`src/rtl/gcd_pkg.sv`:
```
// Shared types and helpers for the streaming GCD block.
package gcd_pkg;

  // Controller states.
  typedef enum logic [1:0] {
    IDLE,
    CALC,
    DONE
  } state_t;

  // Operation the controller asks the A/B datapath to perform this cycle.
  typedef enum logic [1:0] {
    OP_HOLD,
    OP_LOAD,
    OP_SWAP,
    OP_SUB
  } dp_op_t;

  // Step-counter width. The worst case is 2^width steps (2^width-1 subtracts
  // plus one swap), so one extra bit is enough.
  function automatic int calc_stepw(input int width);
    return width + 1;
  endfunction

endpackage

```
`src/rtl/gcd_stream_if.sv`:
```
// Operand/result handshake bundle for gcd_stream.
// slave = the GCD block; master = the producer/consumer side.
interface gcd_stream_if
  import gcd_pkg::*;
#(
  parameter int WIDTH = 8
);
  localparam int STEPW = calc_stepw(WIDTH);

  logic             in_valid;
  logic             in_ready;
  logic [WIDTH-1:0] in_a;
  logic [WIDTH-1:0] in_b;
  logic             abort;
  logic             out_valid;
  logic             out_ready;
  logic [WIDTH-1:0] out_gcd;
  logic [STEPW-1:0] out_steps;

  modport slave (
    input  in_valid, in_a, in_b, abort, out_ready,
    output in_ready, out_valid, out_gcd, out_steps
  );

  modport master (
    output in_valid, in_a, in_b, abort, out_ready,
    input  in_ready, out_valid, out_gcd, out_steps
  );

endinterface

```
`src/rtl/gcd_datapath.sv`:
```
// A/B operand registers with load / swap / subtract update and the two
// comparator flags the controller needs. Pure data: no reset, since the
// controller always loads both registers before reading the flags.
module gcd_datapath
  import gcd_pkg::*;
#(
  parameter int WIDTH = 8
) (
  input  logic             clk,
  input  dp_op_t           i_op,
  input  logic [WIDTH-1:0] i_a,
  input  logic [WIDTH-1:0] i_b,
  output logic [WIDTH-1:0] o_a,
  output logic             o_a_lt,
  output logic             o_b_zero
);

  logic [WIDTH-1:0] r_a;
  logic [WIDTH-1:0] r_b;

  // Apply the operation selected by the controller; A >= B whenever OP_SUB is
  // chosen, so the subtraction never wraps.
  always_ff @(posedge clk) begin
    case (i_op)
      OP_LOAD: begin
        r_a <= i_a;
        r_b <= i_b;
      end
      OP_SWAP: begin
        r_a <= r_b;
        r_b <= r_a;
      end
      OP_SUB:  r_a <= r_a - r_b;
      default: ;
    endcase
  end

  assign o_a      = r_a;
  assign o_a_lt   = (r_a < r_b);
  assign o_b_zero = (r_b == '0);

endmodule

```
`src/rtl/gcd_stream.sv`:
```
// Streaming GCD by Euclidean subtraction with swap. Controller, step counter,
// result register and valid/ready handshakes live here; the A/B arithmetic is
// in gcd_datapath.
module gcd_stream
  import gcd_pkg::*;
#(
  parameter int WIDTH = 8
) (
  input  logic         clk,
  input  logic         rst,
  gcd_stream_if.slave  bus
);

  localparam int STEPW = calc_stepw(WIDTH);

  state_t           r_state;
  logic [STEPW-1:0] r_steps;
  logic [WIDTH-1:0] r_gcd;
  logic             r_out_valid;

  dp_op_t           w_op;
  logic [WIDTH-1:0] w_a;
  logic             w_a_lt;
  logic             w_b_zero;
  logic             w_in_fire;
  logic             w_out_fire;

  // Increment that sticks at all-ones instead of wrapping.
  function automatic logic [STEPW-1:0] sat_inc(input logic [STEPW-1:0] v);
    return (v == '1) ? v : v + 1'b1;
  endfunction

  assign bus.in_ready   = (r_state == IDLE) && !bus.abort;
  assign bus.out_valid  = r_out_valid;
  assign bus.out_gcd    = r_gcd;
  assign bus.out_steps  = r_steps;

  assign w_in_fire  = bus.in_valid && bus.in_ready;
  assign w_out_fire = r_out_valid && bus.out_ready;

  gcd_datapath #(.WIDTH(WIDTH)) u_dp (
    .clk      (clk),
    .i_op     (w_op),
    .i_a      (bus.in_a),
    .i_b      (bus.in_b),
    .o_a      (w_a),
    .o_a_lt   (w_a_lt),
    .o_b_zero (w_b_zero)
  );

  // Pick this cycle's datapath operation; an aborted CALC cycle leaves A/B alone.
  always_comb begin
    w_op = OP_HOLD;
    case (r_state)
      IDLE: if (w_in_fire) w_op = OP_LOAD;
      CALC: if (!bus.abort && !w_b_zero) w_op = w_a_lt ? OP_SWAP : OP_SUB;
      default: w_op = OP_HOLD;
    endcase
  end

  // Controller with registered outputs. out_valid rises one cycle after
  // entering DONE, giving the accept-to-valid latency of steps + 2 edges.
  always_ff @(posedge clk or posedge rst) begin
    if (rst) begin
      r_state     <= IDLE;
      r_steps     <= '0;
      r_gcd       <= '0;
      r_out_valid <= 1'b0;
    end else begin
      case (r_state)
        IDLE: begin
          if (w_in_fire) begin
            r_steps <= '0;
            r_state <= CALC;
          end
        end
        CALC: begin
          if (bus.abort) begin
            r_state <= IDLE;
          end else if (w_b_zero) begin
            r_gcd   <= w_a;
            r_state <= DONE;
          end else begin
            r_steps <= sat_inc(r_steps);
          end
        end
        DONE: begin
          if (bus.abort || w_out_fire) begin
            r_out_valid <= 1'b0;
            r_state     <= IDLE;
          end else begin
            r_out_valid <= 1'b1;
          end
        end
        default: begin
          r_out_valid <= 1'b0;
          r_state     <= IDLE;
        end
      endcase
    end
  end

endmodule
```
`src/flat_wrapper.sv`:
```
// flat-port wrapper written by rule: the top's interface ports become plain ports
module gcd_stream_flat import gcd_pkg::*;
#(
  parameter int WIDTH = 8
)
  (clk, rst, bus_in_valid, bus_in_a, bus_in_b, bus_abort, bus_out_ready, bus_in_ready, bus_out_valid, bus_out_gcd, bus_out_steps);
  gcd_stream_if #(.WIDTH(WIDTH)) bus_i ();
  input  logic clk;
  input  logic rst;
  input wire logic [$bits(bus_i.in_valid)-1:0] bus_in_valid;
  input wire logic [$bits(bus_i.in_a)-1:0] bus_in_a;
  input wire logic [$bits(bus_i.in_b)-1:0] bus_in_b;
  input wire logic [$bits(bus_i.abort)-1:0] bus_abort;
  input wire logic [$bits(bus_i.out_ready)-1:0] bus_out_ready;
  output wire logic [$bits(bus_i.in_ready)-1:0] bus_in_ready;
  output wire logic [$bits(bus_i.out_valid)-1:0] bus_out_valid;
  output wire logic [$bits(bus_i.out_gcd)-1:0] bus_out_gcd;
  output wire logic [$bits(bus_i.out_steps)-1:0] bus_out_steps;
  assign bus_i.in_valid = bus_in_valid;
  assign bus_i.in_a = bus_in_a;
  assign bus_i.in_b = bus_in_b;
  assign bus_i.abort = bus_abort;
  assign bus_i.out_ready = bus_out_ready;
  assign bus_in_ready = bus_i.in_ready;
  assign bus_out_valid = bus_i.out_valid;
  assign bus_out_gcd = bus_i.out_gcd;
  assign bus_out_steps = bus_i.out_steps;
  gcd_stream #(.WIDTH(WIDTH)) u_core (.clk(clk), .rst(rst), .bus(bus_i));
endmodule
```
`config.mk`:
```
export PLATFORM = sky130hd
export DESIGN_NAME = gcd_stream_flat
export DESIGN_NICKNAME = d
export VERILOG_FILES = /design/src/rtl/gcd_pkg.sv /design/src/rtl/gcd_stream_if.sv /design/src/rtl/gcd_datapath.sv /design/src/rtl/gcd_stream.sv /design/src/flat_wrapper.sv
export SDC_FILE = /design/constraint.sdc
export NUM_CORES = 1
export LEC_CHECK = 0
export BUFFER_PORTS_ARGS = -buffer_cell sky130_fd_sc_hd__buf_2
export CAP_MARGIN = 10
export CORE_ASPECT_RATIO = 0.6
export CORE_MARGIN = 5
export CORE_UTILIZATION = 30
export CTS_BUF_LIST = sky130_fd_sc_hd__clkbuf_16
export DETAILED_ROUTE_END_ITERATION = 8
export PLACE_DENSITY = 0.44
export REMOVE_ABC_BUFFERS = 1
export SYNTH_ARGS = -nofsm -noshare
export SYNTH_HDL_FRONTEND = slang
export SYNTH_SLANG_ARGS = --single-unit
```
`constraint.sdc`:
```
create_clock -name clk -period 4.6 [get_ports clk]
set_input_delay 0.92 -clock clk [delete_from_list [all_inputs] [get_ports clk]]
set_output_delay 0.92 -clock clk [all_outputs]
set_load 0.1 [all_outputs]
```
==> results of run 1 <==
==> power breakdown <==
part | internal, mW | switching (mW)
Sequential | 0.375 | 0.0324
Clock | 0.196 | 0.130
Combinational | 0.0873 | 0.189
==> worst reg2reg max path: stages, from the launching register on <==
cell and delay [ns]:
edfxtp_1 0.37, inv_1 0.09, ha_1 0.16, inv_1 0.05
fa_1 0.39, a21oi_1 0.16, nor2b_1 0.08, a31o_2 0.27
a21o_1 0.18, a21oi_1 0.19, o21a_1 0.16, ha_1 0.63
mux2_2 0.41
==> worst paths after layout <==
| path | endpoint | slack, ns | start | depth (start not counted) |
|---|---|---|---|---|
| max in group asynchronous | u_core.bus.out_gcd[0] | 3.26 | rst | 2 |
| hold reg to reg | u_core.bus.out_gcd[7] | 0.50 | u_core.bus.out_gcd[7] | 1 |
| setup reg to reg | u_core.u_dp.r_b[4] | 1.22 | u_core.u_dp.o_a[0] | 12 |
| setup / recovery | u_core.u_dp.r_b[4] | 1.22 | u_core.u_dp.o_a[0] | 12 |
| hold / removal | u_core.bus.out_gcd[7] | 0.50 | u_core.bus.out_gcd[7] | 1 |
| min in group asynchronous | u_core.bus.out_steps[3] | 0.81 | rst | 2 |
==> Yosys cell counts (all sizes together) (3+ instances only) <==
cell | n | area [sq um]
a221oi | 7 | 61.31
ha | 13 | 162.7
nor2 | 27 | 103.9
clkbuf | 3 | 11.26
nand3 | 4 | 20.02
buf | 4 | 37.53
edfxtp | 16 | 480.5
inv | 17 | 66.32
nand2b | 3 | 18.77
nor3 | 5 | 40.04
o21ai | 9 | 45.04
nand2 | 16 | 60.06
xnor2 | 7 | 61.31
a21oi | 7 | 35.03
dfrtp | 20 | 500.5
nor4 | 3 | 63.81
mux2 | 15 | 168.9
==> registers in the layout, indices dropped and copies added (netlist names) <==
register,cells
u_core.bus.out_steps,9
u_core.r_state,2
u_core.bus.out_valid,1
u_core.u_dp.o_a,8
u_core.u_dp.r_b,8
u_core.bus.out_gcd,8
==> cell type report <==
cell class              instances  area [sq um]  area share [%]
multi-input cells             136          1012           40.35
flip-flops and latches         36         980.9           39.10
repair buffers                 40         202.7           8.080
clock buffers                   5         125.1           4.988
well taps                      87         108.9           4.339
inverters                      17         66.31           2.643
clock inverters                 3         12.51          0.4988
==> logic make-up after synthesis <==
kind of cell / after synthesis / synth area share (%)
xor+xnor: 9 / 3.739
mux: 15 / 8.012
flops: 36 / 46.53
compound gates: 33 / 10.92
buf+inv: 24 / 5.460
fa+ha+maj: 14 / 8.665
simple gates: 65 / 16.68
==> per-layer routing <==
metal	vias to the layer above	share of wire [%]
met5	-	0
met2	33	37
met3	2	5.1
met4	0	0.34
met1	685	57
li1	767	-
==> metrics.md, run 1 <==
| Metric | Value |
|---|---|
| Status | finished clean |
| Critical setup path kind | flop to flop |
| Slew HR | approximately 43% |
| Final Total Pwr | roughly 1.0 mW |
| Buffers on Ports | 39 |
| Non-Filler Instances | around 320 |
| Pre-CTS setup slack | around 1.2 ns |
| Worst Path Buf+Inv | 2 |
| # IOs | 40 |
| Inst Count DP | 316 |
| Synth Instances | ~200 |
| Clock slew at reported path FFs | approximately 0.060 ns |
| Hold WC Path Type | flop to flop |
| Design Area, Final | approximately 2500 sq um |
| Commonest cells after routing, fill and taps aside | buf_2, nor2_1, dfrtp_1 |
| Synthesized area | around 2100 sq um |
| Rows | 23 |
| Fin util | between 30 and 40% |
| Peak Freq | 295.9 MHz |
| Setup TNS | 0 ns |
| Leakage power | 1.155 nW |
| Library cells used by synthesis | 38 |
| Routed WL | 5047 um |
| Cts repair resizes | 0 |
| Fillers | between 600 and 700 |
| Setup crit start kind | flop |
| Peak supply drop | 0.0001346 V |
| Minimum clock period | roughly 3.4 ns |
| Vias in the first global route | between 1k and 1.5k |
| Area delta synth->final | 18.99% |
| Die Y | roughly 75 um |
| Initial Util | 31.17% |
| GR Layer Usage met1 | 18.89% |
| M3 GR Usage | ~3.7% |
| First-pass GRT wire length | a little over 8000 um |
| Core area | between 6000 and 7000 sq um |
| FF+latch count, synth | 36 |
| Worst skew pair latency | 0.28 ns |
| Critical Path RT | ~4.6 ns |
| Critical Path AT | approximately 3.4 ns |
| Busiest grt layer | met1 |
| Hold Worst Slack | 0.4974 ns |
| Met2 usage | approximately 16% |
| Residual DRC | 0 |
| Top_reg_cell synth | dfrtp_1 |
| Share of layout cells above drive strength 1 | a little under a third |
| Post-synth ARST share | a little under three fifths |
| Vias post-DR | 1487 |
| Yosys warnings | 0 |
| CTS tree | done |
| H-tree Lvls | 2 |
| Largest fanout on the critical path | 16 |
| Pwr Density | ~400 nW/um^2 |
| Post-CTS Setup Repair Bufs | 0 |
| CP Capture Type | flop |
| Crit share post-route | ~73% |
| CTS root buf | clkbuf_16 |
| Cts hold-fix bufs | 0 |
| RSZ-0062 raised after global routing | false |
| Routed Antenna Nets | 0 |
| Via density | roughly 4.6 |
| Post-DP HPWL | 3745 um |
| Crit-path cells | inv_1, ha_1, inv_1, fa_1, a21oi_1, nor2b_1, a31o_2, a21o_1, a21oi_1, o21a_1, ha_1, mux2_2 |
| Antenna diodes | 0 |
| EDFF count, synth | 16 |
| DIE WIDTH | about 120 um |
| Routed wire per std cell | approximately 16 um |
| GRT Util Overall | 12.24% |
| Final hold violations | 0 |
| Commonest non-fill, non-tap cell in the layout | buf_2 |
| DR iter-0 viols | 89 |
| TritonCTS Buffers | 5 |
| Synthesized area per cell | ~11 sq um |
| Sequential fraction of the synthesis area | between 40% and 50% |
| PnR worst setup slack | ~1.2 ns |
| GP Congestion | between 0.8 and 0.9 |
| Crit-path slowest cell | ha_1 |
| CP delay by family, top | adder cells |
| CTS max path bufs | 2 |
| Max cap viols | 0 |
| Initial antenna violation count | 0 |
| Die area | between 8000 and 9000 sq um |
| CP peak stage delay | between 0.6 and 0.7 ns |
| Placed cell areas | ~2400 sq um |
| Total iterations of the first detailed-routing run | 4 |
| Final Setup Violations | 0 |
| Max Slew Vio Count | 0 |
| Remaining Overflow, GRT | 0 |
| Largest net degree at the start of global routing | 21 |
| Tightest Pin Transition | 0.8500 ns |
| Skew final | 0.007254 ns |
| Sink Count | 36 |
| Fin nets | ~270 |
(Power assumes the default switching activity.)
==> inputs of run 2 (changes only) <==
--- a/config.mk
+++ b/config.mk
@@ -5,6 +5,7 @@
 export SDC_FILE = /design/constraint.sdc
 export NUM_CORES = 1
 export LEC_CHECK = 0
+export ABC_AREA = 1
 export BUFFER_PORTS_ARGS = -buffer_cell sky130_fd_sc_hd__buf_2
 export CAP_MARGIN = 10
 export CORE_ASPECT_RATIO = 0.6
@@ -12,7 +13,7 @@
 export CORE_UTILIZATION = 30
 export CTS_BUF_LIST = sky130_fd_sc_hd__clkbuf_16
 export DETAILED_ROUTE_END_ITERATION = 8
-export PLACE_DENSITY = 0.44
+export PLACE_DENSITY = 0.46
 export REMOVE_ABC_BUFFERS = 1
 export SYNTH_ARGS = -nofsm -noshare
 export SYNTH_HDL_FRONTEND = slang
==> constraint.sdc (replaced) <==
create_clock -name clk -period 2.84 [get_ports clk]
set_input_delay 0.568 -clock clk [delete_from_list [all_inputs] [get_ports clk]]
set_output_delay 0.568 -clock clk [all_outputs]
set_load 0.1 [all_outputs]
==> run 2 against run 1 <==
Compared with the run above: non-clock buffer count increased by 2; first-iteration DRC count increased by 21%; worst hold slack got worse by 0.065 ns; critical path type unchanged; largest power group unchanged.
==> metrics.md, run 2 <==
| Metric | Value |
|---|---|
| Sink Count | 36 (unchanged) |
| Inst Count DP | 427 (+35%) |
| Peak Freq | 383.7 MHz (+30%) |
| Die area | 9355 sq um (+5.6%) |
| Final Setup Violations | 0 (unchanged) |
| Total iterations of the first detailed-routing run | 4 (unchanged) |
| Number of flip-flops in the largest register | 9 (unchanged) |
| Post-synth ARST share | 55.56% (unchanged) |
| Cts hold-fix bufs | 0 (unchanged) |
| Reg-to-Reg End | u_core.u_dp.r_b[3] |
| Antenna diodes | 0 (unchanged) |
| CTS tree | done |
| Most common cell in the netlist | nand2_1 |
| Slew HR | 47.50% (+4.2 points) |
| Vias in the first global route | 1789 (+20%) |
| Synth Instances | 286 (+46%) |
| Minimum clock period | 2.606 ns (-0.7737 ns) |
| Critical Path AT | 2.54 ns (-0.87 ns) |
| Rows | 24 (+4.3%) |
| Commonest non-fill, non-tap cell in the layout | nand2_1 |
| FF+latch count, synth | 36 (unchanged) |
| Max cap viols | 0 (unchanged) |
| Setup TNS | 0 ns (unchanged) |
| CP Capture Type | flop |
| RSZ-0062 raised after global routing | false |
| Routed WL | 5929 um (+17%) |
| Library cells used by synthesis | 34 (-11%) |
| Top_reg_cell synth | dfrtp_1 |
| Skew final | 0.004483 ns (-0.002771 ns) |
| Initial Util | 30.84% (-0.34 points) |
| Synthesized area | 2241 sq um (+6.3%) |
| R2R cell count | 13 (+1) |
| Initial antenna violation count | 0 (unchanged) |
| Via density | 4.347 (-5.3%) |
| Share of layout cells above drive strength 1 | 18.43% (-12 points) |
| Post-DP HPWL | 4596 um (+23%) |
| Final hold violations | 0 (unchanged) |
| Buffers on Ports | 39 (unchanged) |
| Routed wire per std cell | 13.63 um (-13%) |
| FF-to-FF Start | u_core.u_dp.o_a[0] |
| Die Y | 76.95 um (+2.7%) |
| Routed Antenna Nets | 0 (unchanged) |
| Hold WC Path Type | primary input to asynchronous set/reset pin |
| Non-Filler Instances | 435 (+34%) |
| GRT Util Overall | 13.55% (+1.3 points) |
| Core area | 7267 sq um (+7.5%) |
| Share of the synthesized area in the top cell type | 22.33% (-1.4 points) |
| Max Slew Vio Count | 0 (unchanged) |
| Fin nets | 365 (+35%) |
| Remaining Overflow, GRT | 0 (unchanged) |
| Synth cell count leaders | nand2_1, inv_1, nand3_1 |
| DR iter-0 viols | 108 (+21%) |
| EDFF count, synth | 16 (unchanged) |
| CTS max path bufs | 2 (unchanged) |
| First-pass GRT wire length | 9673 um (+18%) |
| Crit. Startpoint | u_core.u_dp.o_a[0] |
| Residual DRC | 0 (unchanged) |
| Crit share post-route | 91.77% (+18 points) |
| Area leader, netlist | dfrtp_1 |
| GP Congestion | 0.8484 (+3.0%) |
| Vias post-DR | 1891 (+27%) |
| Tightest Pin Transition | 0.7867 ns (-0.06325 ns) |
| DIE WIDTH | 121.6 um (+2.8%) |
| Clock slew at reported path FFs | 0.06 ns (about the same) |
| H-tree Lvls | 2 (unchanged) |
| Sequential fraction of the synthesis area | 43.77% (-2.8 points) |
| Yosys warnings | 0 (unchanged) |
| Critical Path RT | 2.77 ns (-1.86 ns) |
| Peak supply drop | 0.0003040 V (+130%) |
| Largest net degree at the start of global routing | 21 (unchanged) |
| # IOs | 40 (unchanged) |
| Pwr Density | 601.0 nW/um^2 (+49%) |
| TritonCTS Buffers | 5 (unchanged) |
| Leakage power | 1.420 nW (+23%) |
| Critical setup path kind | flop to flop |
| Status | finished clean |
| Setup crit start kind | flop |
| Top post-synthesis cells by area | dfrtp_1, edfxtp_1, nand2_1 |
| Worst skew pair latency | 0.28 ns (about the same) |
| FF-to-FF setup slack | 0.23 ns (-0.99 ns) |
| Area delta synth->final | 20.60% |
| Synthesized area per cell | 7.835 sq um (-27%) |
| Largest fanout on the critical path | 8 (-8) |
| CTS root buf | clkbuf_16 |
| Commonest cells after routing, fill and taps aside | nand2_1, buf_2, inv_1 |
## run 2: how the worst max path moves through the flow
stage                                    end  slack, ns  depth (start not counted)
after global placement    u_core.u_dp.o_a[1]       0.26                         15
after floorplan           u_core.u_dp.o_a[1]      -2.00                          9
final                     u_core.u_dp.r_b[3]       0.23                         13
after detailed placement  u_core.u_dp.o_a[1]       0.19                         15
after global routing      u_core.u_dp.r_b[5]       0.01                         13
after CTS                 u_core.u_dp.o_a[1]       0.18                         15
## run 2: layout make-up
type	count	area, sq um
repair buffers	42	217.7
flip-flops and latches	36	980.9
well taps	104	130.1
clock buffers	5	125.1
clock inverters	3	11.26
inverters	40	160.2
fillers	788	4564
multi-input cells	205	1077
## run 2: cells by family after synthesis
group                    after synthesis  synth area share, %
AO/OA/AOI/OAI                         27                6.701
flip-flops                            36                43.77
buffers and inverters                 45                8.263
adder cells (fa/ha/maj)               14                8.152
XOR/XNOR                               4                1.564
AND/OR/NAND/NOR                      160                31.55
## run 2: where the power goes
| group | switching (mW) | internal [mW] | total (mW) |
|---|---|---|---|
| Clock | 0.209 | 0.316 | 0.525 |
| Combinational | 0.332 | 0.125 | 0.457 |
| Sequential | 0.0371 | 0.605 | 0.642 |
## run 2: timing repair
item,4_1_cts,5_1_grt
endpoints found under the setup margin,0,2
buffers inserted,0,0
resized for setup,0,3
## run 2: per-stage QoR
stage / power, mW / instance area, sq um / utilization [%] / hold WS [ns] / setup WS [ns]
global placement: 1.109 / 2560 / 35.23 / 0.4603 / 0.2617
floorplan: 0.9872 / 2212 / - / 0.4991 / -1.996
global route: 1.733 / 2703 / 37.19 / 0.5026 / 0.01073
finish: 1.624 / 2703 / 37.19 / 0.4325 / 0.2338
detailed placement: 1.109 / 2560 / 35.23 / 0.4594 / 0.1852
CTS: 1.641 / 2696 / 37.10 / 0.4628 / 0.1764
## run 2: per-layer routing
metal  part of all wire (%)  up-vias  wire, um  GRT usage [%]
met5                      0        -         0              0
met4                   0.52        0        31          3.356
met3                    7.4        2       440          5.000
met2                     36       51      2160          16.97
met1                     56      826      3296          21.26
li1                       -     1012         -              -
## run 2: critical path, stage by stage, from the launching register on
cell and delay (ns):
edfxtp_1 0.35, inv_1 0.10, ha_1 0.15, inv_1 0.06, fa_1 0.38, nand2_1 0.09
nand2_1 0.09, nand3b_1 0.14, o21ai_0 0.11, nand2_1 0.06, nand2_1 0.06, inv_1 0.08
ha_2 0.26, inv_1 0.32
